`src/rtl/level_round_engine.sv`:
```
// level_round_engine
//   Level-side end of the game controller's levelStart / levelDone / guesses
//   handshake. While levelStart is held, the engine loads an LFSR from seed,
//   shows lfsr[KEY_W-1:0] as the target, judges one player guess per round
//   and counts wrong guesses. The level ends in DONE (SEQ_LEN correct
//   guesses) or FAIL (guesses >= FAIL_LIMIT). Dropping levelStart aborts.
//
//   Ports
//     Clk, reset          clock, synchronous active-high reset
//     levelStart          held high by the game FSM while the level is active
//     guess_valid/value   one-cycle guess strobe and its value
//     seed                LFSR seed, sampled in LOAD (0 maps to 16'hACE1)
//     levelDone           high while in DONE (decoded from state)
//     guesses             wrong-guess count, saturates at 7
//     target              lfsr[KEY_W-1:0] (combinational)
//     round_idx           correct guesses so far
//     result_flash        01 correct, 10 wrong, 00 none
module level_round_engine #(
    parameter int SEQ_LEN    = 4,
    parameter int KEY_W      = 4,
    parameter int FAIL_LIMIT = 3,
    parameter int FLASH_CYC  = 8
) (
    input  logic             Clk,
    input  logic             reset,
    input  logic             levelStart,
    input  logic             guess_valid,
    input  logic [KEY_W-1:0] guess_value,
    input  logic [15:0]      seed,
    output logic             levelDone,
    output logic [2:0]       guesses,
    output logic [KEY_W-1:0] target,
    output logic [2:0]       round_idx,
    output logic [1:0]       result_flash
);

    localparam int FW = (FLASH_CYC > 1) ? $clog2(FLASH_CYC) : 1;

    typedef enum logic [2:0] {
        IDLE, LOAD, WAIT_GUESS, JUDGE, FLASH, DONE, FAIL
    } state_t;

    state_t           state;
    logic [15:0]      lfsr;
    logic [KEY_W-1:0] guess_reg;
    logic [FW-1:0]    flash_cnt;

    assign levelDone = (state == DONE);
    assign target    = lfsr[KEY_W-1:0];

    always_ff @(posedge Clk) begin
        if (reset) begin
            state        <= IDLE;
            lfsr         <= 16'h0000;
            guess_reg    <= '0;
            guesses      <= 3'd0;
            round_idx    <= 3'd0;
            result_flash <= 2'b00;
            flash_cnt    <= '0;
        end else if (state != IDLE && !levelStart) begin
            // Abort: the game FSM left this level; counters start fresh next time.
            state        <= IDLE;
            guesses      <= 3'd0;
            round_idx    <= 3'd0;
            result_flash <= 2'b00;
            flash_cnt    <= '0;
        end else begin
            case (state)
                IDLE: if (levelStart) state <= LOAD;
                LOAD: begin
                    // An all-zero LFSR would lock up, so substitute a fixed seed.
                    lfsr         <= (seed == 16'h0000) ? 16'hACE1 : seed;
                    guesses      <= 3'd0;
                    round_idx    <= 3'd0;
                    result_flash <= 2'b00;
                    flash_cnt    <= '0;
                    state        <= WAIT_GUESS;
                end
                WAIT_GUESS: if (guess_valid) begin
                    guess_reg <= guess_value;
                    state     <= JUDGE;
                end
                JUDGE: begin
                    if (guess_reg == lfsr[KEY_W-1:0]) begin
                        round_idx    <= round_idx + 3'd1;
                        lfsr         <= {lfsr[14:0], lfsr[15] ^ lfsr[13] ^ lfsr[12] ^ lfsr[10]};
                        result_flash <= 2'b01;
                    end else begin
                        if (guesses != 3'd7) guesses <= guesses + 3'd1;
                        result_flash <= 2'b10;
                    end
                    flash_cnt <= FW'(FLASH_CYC - 1);
                    state     <= FLASH;
                end
                FLASH: begin
                    if (flash_cnt != '0) begin
                        flash_cnt <= flash_cnt - 1'b1;
                    end else begin
                        result_flash <= 2'b00;
                        if (round_idx == 3'(SEQ_LEN))         state <= DONE;
                        else if (guesses >= 3'(FAIL_LIMIT))   state <= FAIL;
                        else                                  state <= WAIT_GUESS;
                    end
                end
                DONE:    state <= DONE;  // frozen until levelStart drops
                FAIL:    state <= FAIL;  // guesses held so the game FSM sees it
                default: state <= IDLE;
            endcase
        end
    end

endmodule
```
`config.mk`:
```
export PLATFORM = sky130hd
export DESIGN_NAME = level_round_engine
export DESIGN_NICKNAME = d
export VERILOG_FILES = /design/src/rtl/level_round_engine.sv
export SDC_FILE = /design/constraint.sdc
export NUM_CORES = 1
export LEC_CHECK = 0
export BUFFER_PORTS_ARGS = -buffer_cell sky130_fd_sc_hd__buf_2
export CAP_MARGIN = 5
export CORE_MARGIN = 8
export CORE_UTILIZATION = 57
export CTS_BUF_LIST = sky130_fd_sc_hd__clkbuf_4
export CTS_CLUSTER_DIAMETER = 50
export DETAILED_ROUTE_END_ITERATION = 16
export PLACE_DENSITY = 0.82
export SLEW_MARGIN = 20
export SYNTH_ARGS = -nofsm -noshare
export SYNTH_HDL_FRONTEND = slang
export SYNTH_SLANG_ARGS = --single-unit
```
`constraint.sdc`:
```
create_clock -name Clk -period 2.5 [get_ports Clk]
set_clock_uncertainty 0.2 [all_clocks]
set_input_delay 0.25 -clock Clk [delete_from_list [all_inputs] [get_ports Clk]]
set_output_delay 0.25 -clock Clk [all_outputs]
set_load 0.05 [all_outputs]
```
## Word level (Yosys, flattened, before mapping)

Cells that the tools add are included.

- Latch bits: 0
- Input bits: 24
- Flip-flop bits (word level): 34
- RAM bits: 0
- Memories: 0
- Memory bits (read-only): 0

- Eq/ne operators: 16
- Reduce and logical (&&, ||, !) cells: 16
- Mux-type cells: 19
- Multiply operators: 0
- Bitwise logic cells: 4
- Shifts and indexed selects: 0
- Div/mod/pow operators: 0
- $add $sub $neg: 3
- $lt $le $gt $ge: 1

Operator list:

| kind | count |
|---|---|
| $mux W16 | 2 |
| $pmux W16 S2 | 1 |
| $mux W3 | 9 |
| $pmux W3 S7 | 1 |
| $logic_not A16 Y1 | 1 |
| $ne A2 B2 Y1 const B | 7 |
| $eq A3 B3 Y1 const B | 4 |
| $pmux W3 S2 | 2 |
| $reduce_and A3 Y1 | 4 |
| $pmux W3 S3 | 1 |
| $reduce_bool A3 Y1 | 3 |
| $add A3 B1 Y3 const B | 2 |
| $eq A3 B2 Y1 const B | 2 |
| $pmux W2 S3 | 1 |
| $reduce_and A2 Y1 | 3 |
| $eq A4 B4 Y1 | 1 |
| $mux W2 | 2 |
| $eq A3 B1 Y1 const B | 1 |
| $ge A3 B2 Y1 const B | 1 |
| $logic_not A3 Y1 | 1 |
| $ne A3 B3 Y1 const B | 1 |
| $sub A3 B1 Y3 const B | 1 |
| $xor A1 B1 Y1 | 3 |
| $reduce_bool A2 Y1 | 1 |
| 4 further kinds | 4 |

## Logic depth before layout (Yosys ltp)

- Word-level depth: 5
- Depth in mapped cells: 7

## Worst setup path before layout

OpenSTA, ideal clock, no wires.

- Kind: reg2reg
- Start: register guesses[0]
- End: register guesses[0]
- Stages on the path, launching flop included: 6
- Arrival: 1629 ps
- Setup slack: 611 ps
- Data required time: 2241 ps
- Cell sequence: dfxtp_1 -> ha_1 -> ha_1 -> a41oi_1 -> o32ai_1 -> mux2_2

- Longest elaborated chain between the ends: 4

Ends and longest elaborated chain:

| element | RTL line | RTL |
|---|---|---|
| from (decl) | 31 | `output logic [2:0] guesses,` |
| from (signal assigned) | 89 | `if (guesses != 3'd7) guesses <= guesses + 3'd1;` |
| $add A3 B1 Y3 | 89 |  |
| $mux W3 | 89 |  |
| $mux W3 | 84 | `if (guess_reg == lfsr[KEY_W-1:0]) begin` |
| $pmux W3 S2 | 68 | `case (state)` |

Several ways; a longest one is shown, not always the timed one. The select of a mux whose other input is x is not followed.
A chain may end at the register's enable or synchronous reset.

## Worst setup path in the final report

- Start: register state[1]
- End: register guesses[0]

- Longest elaborated chain between the ends: 3

Ends and longest elaborated chain:

| element | RTL line | RTL |
|---|---|---|
| from (decl) | 43 | `state_t state;` |
| from (signal assigned) | 53 | `state <= IDLE;` |
| from (signal assigned) | 62 | `state <= IDLE;` |
| from (signal assigned) | 69 | `IDLE: if (levelStart) state <= LOAD;` |
| $eq A3 B2 Y1 (tied with other cells) | 68 |  |
| $ne A2 B2 Y1 (no line) (tied with other cells) | n/a |  |
| $reduce_and A3 Y1 (no line) / $reduce_or A2 Y1 (equally long branches) | n/a |  |

Several ways; a longest one is shown, not always the timed one.

==> results.md <==
- Status: completed
- Largest family of logic cells by synthesized area: compound AO/OA/AOI/OAI gates
- Detailed-route DRC error count: 0
- Post-Synth Adder-Cell Area: 0.0438
- Post-synth EDFFs: 0
- Critical path peak fanout: 14
- Pre-CTS setup slack: 0.354 ns
- Final wirelength: around 4.7 mm
- Critical path startpoint category: register
- Post-CTS setup buffer count: 0
- Critical path buffer and inverter count: 0
- Worst skew pair latency: 0.34 ns
- DIE AREA: 5660 um2
- Routability cong.: 0.806
- Layout area overhead: 14.0%
- Tmin final: 2.18 ns
- Via Count: 1807
- Worst Setup Path Type: register to register
- GRT Util Overall: 0.175
- CTS max path bufs: 2
- Class of the worst hold path: input pin to register
- Sequential cell area fraction in the yosys report: 0.340
- Via/cell ratio: 5.94
- RSZ-0062 raised after global routing: no
- PwrDens: 498 nW/um2
- First-pass GRT wire length: roughly 7.7 mm
- IO Port Bufs: 36
- Initial antenna violation count: 0
- Die X: 75.2 um
- XOR/XNOR Fraction of Synth Area: 0.0457
- Final setup margin: 0.320 ns
- Placed cells: 293
- Initial Utilization: 0.594
- Post-Synth Simple-Gate Area: 0.185
- Rows: 21
- Placeable core area: 3360 um2
- Cells along the critical path: nand3b_1 -> nor4_1 -> mux2_2
- Max frequency: ~460 MHz
- Kind of cell adding the most delay to the critical path: simple AND/OR/NAND/NOR gates
- WP data arrival: roughly 2.3 ns
- Ant diodes: 0
- Worst stage delay on the critical path: 0.64 ns
- Clk pin slew, worst setup/hold paths: 0.10 ns
- Slew Viols, Final: 0
- Leak: 0.933 nW
- Clk sinks: 34
- Most common flop cell mapped by yosys: dfxtp_1
- Clock H-tree levels: 2
- Drt wl/cell: 15.4 um
- CP endpoint kind: register
- Synth area leaders: dfxtp_1 34%, mux2i_1 7.5%, nor4_1 5.0%
- YS warnings: 0
- Syn Std Cell Area: 2000 um2
- I/O Pins: 37
- Relative slew margins: 0.584
- Root Driver: clkbuf_4
- Vias in the first global route: 1664
- Max reg flops: 16
- Mapped Nets: 255
- Fin util: 0.678
- Hold Slack: 0.0481 ns
- Proportion of netlist area held by the largest area contributor: 0.340
- Final period utilization: 0.872
- Worst slew pin tran: 0.622 ns
- Total gr overflow: 0
- Max Cap Violations: 0
- Drt pass-1 iters: 4
- Hpwl dp: 3.44 mm
- Synth cell count leaders: 34 x dfxtp_1, 16 x nor4_1, 15 x mux2i_1, 13 x a21oi_1, 11 x nand2b_1
- Unique masters post-synth: 48
- Non-filler cells, final: 304
- Critical path's slowest cell: dfxtp_1
- ANT nets after route: 0
- Cell taking the most area after synthesis: dfxtp_1
- Maximum vdd drop: 0.349 mV
- Fin area: 2280 um2
- Power Total: 1.14 mW
- Sum of negative setup slack: 0 ns
- WP data required: roughly 2.6 ns
- Hold Vio Cnt, Final: 0
- Post-synth ARST share: 0
- Pin count of the biggest net entering global routing: 25
- Share of layout cells above drive strength 1: 0.233
- Iter 0 DRT Violations: 96
- Endpoints failing setup: 0
- Final #Nets: 289
- Post-synthesis mux area share: 0.0807
- DP Area: between 2000 and 2500 um2
- Cts repair resizes: 0
- Die height: 75.2 um
- Post-Syn Instances: 224
- Most numerous cell in the Yosys netlist: dfxtp_1
- CTS buffer count: 5
- CTS tree: built
- FF+latch count, synth: 34
- Post-synthesis compound-gate area fraction: 0.228
- Avg Cell Area, Syn: a little under 9 um2
[cell usage in the layout (no fill, tap or decap), types with 2 or more instances in the layout]
| master | synthesis | final |
|---|---|---|
| buf_2 | 4 | 36 |
| dfxtp_1 | 34 | 34 |
| nor4_1 | 16 | 16 |
| mux2i_1 | 15 | 15 |
| a21oi_1 | 13 | 13 |
| nand2b_1 | 11 | 11 |
| nor2_1 | 9 | 9 |
| buf_4 | 4 | 9 |
| inv_1 | 8 | 8 |
| o21ai_1 | 8 | 8 |
| nand2_1 | 8 | 8 |
| a31o_1 | 8 | 8 |
| o311ai_0 | 7 | 7 |
| ha_1 | 7 | 7 |
| clkbuf_4 | 0 | 7 |
| o21ai_0 | 6 | 6 |
| o211ai_1 | 6 | 6 |
| nor2b_1 | 4 | 4 |
| xnor2_2 | 4 | 4 |
| nand3_1 | 4 | 4 |
| dlygate4sd3_1 | 0 | 4 |
| xnor2_1 | 3 | 3 |
| nor3_1 | 2 | 2 |
| a31oi_1 | 2 | 2 |
| o21a_1 | 2 | 2 |
| and4_1 | 2 | 2 |
| a22o_1 | 2 | 2 |
| a22oi_1 | 2 | 2 |
[what timing repair did]
item,4_1_cts,5_1_grt
hold buffers,4,0
setup endpoints to repair,0,0
endpoints found under the hold margin,4,0
[per-layer routing]
layer	vias to the layer above	global-route usage	part of all wire
li1	901	-	-
met2	66	0.281	0.48
met5	-	0	0
met4	0	0.0554	0.011
met3	5	0.0546	0.068
met1	835	0.216	0.45
[tightest hold or removal path, stage by stage]
cell and delay [ns]:
buf_2 0.09, o211ai_1 0.07, nor3_1 0.13
[final timing paths]
| check | from | end | slack, ns | depth (start not counted) |
|---|---|---|---|---|
| setup reg to reg | state[1]$_SDFFE_PP0P_ | guesses[0]$_SDFFE_PP0P_ | 0.32 | 3 |
| hold reg to reg | lfsr[5]$_SDFFE_PP0P_ | lfsr[5]$_SDFFE_PP0P_ | 0.27 | 2 |
| hold / removal | guess_valid | state[0]$_SDFFE_PP0P_ | 0.05 | 3 |
| setup / recovery | state[1]$_SDFFE_PP0P_ | guesses[0]$_SDFFE_PP0P_ | 0.32 | 3 |
[cells by family (layout without fill, tap and decap cells)]
family,after synthesis,in the layout
AOI/OAI and AO/OA,65,65
and+or+nand+nor,64,64
DFF,34,34
buffers and inverters,31,65
muxes,16,16
adders and majority gates,7,7
xor gates and xnor gates,7,7
[area by class of cell]
cell class                 count  area, um2
multi-input combinational    159       1170
fill                         308       1080
sequential                    34        681
timing repair buffer          49        288
tap                           46       57.6
clock buffer                   7       52.6
inverter                       9       33.8
[power by group]
group / total [mW] / internal, mW / switching, mW
combinational: 0.241 / 0.0996 / 0.141
sequential: 0.588 / 0.562 / 0.0265
clock: 0.307 / 0.128 / 0.180
Power figures use the tool's default switching activity.
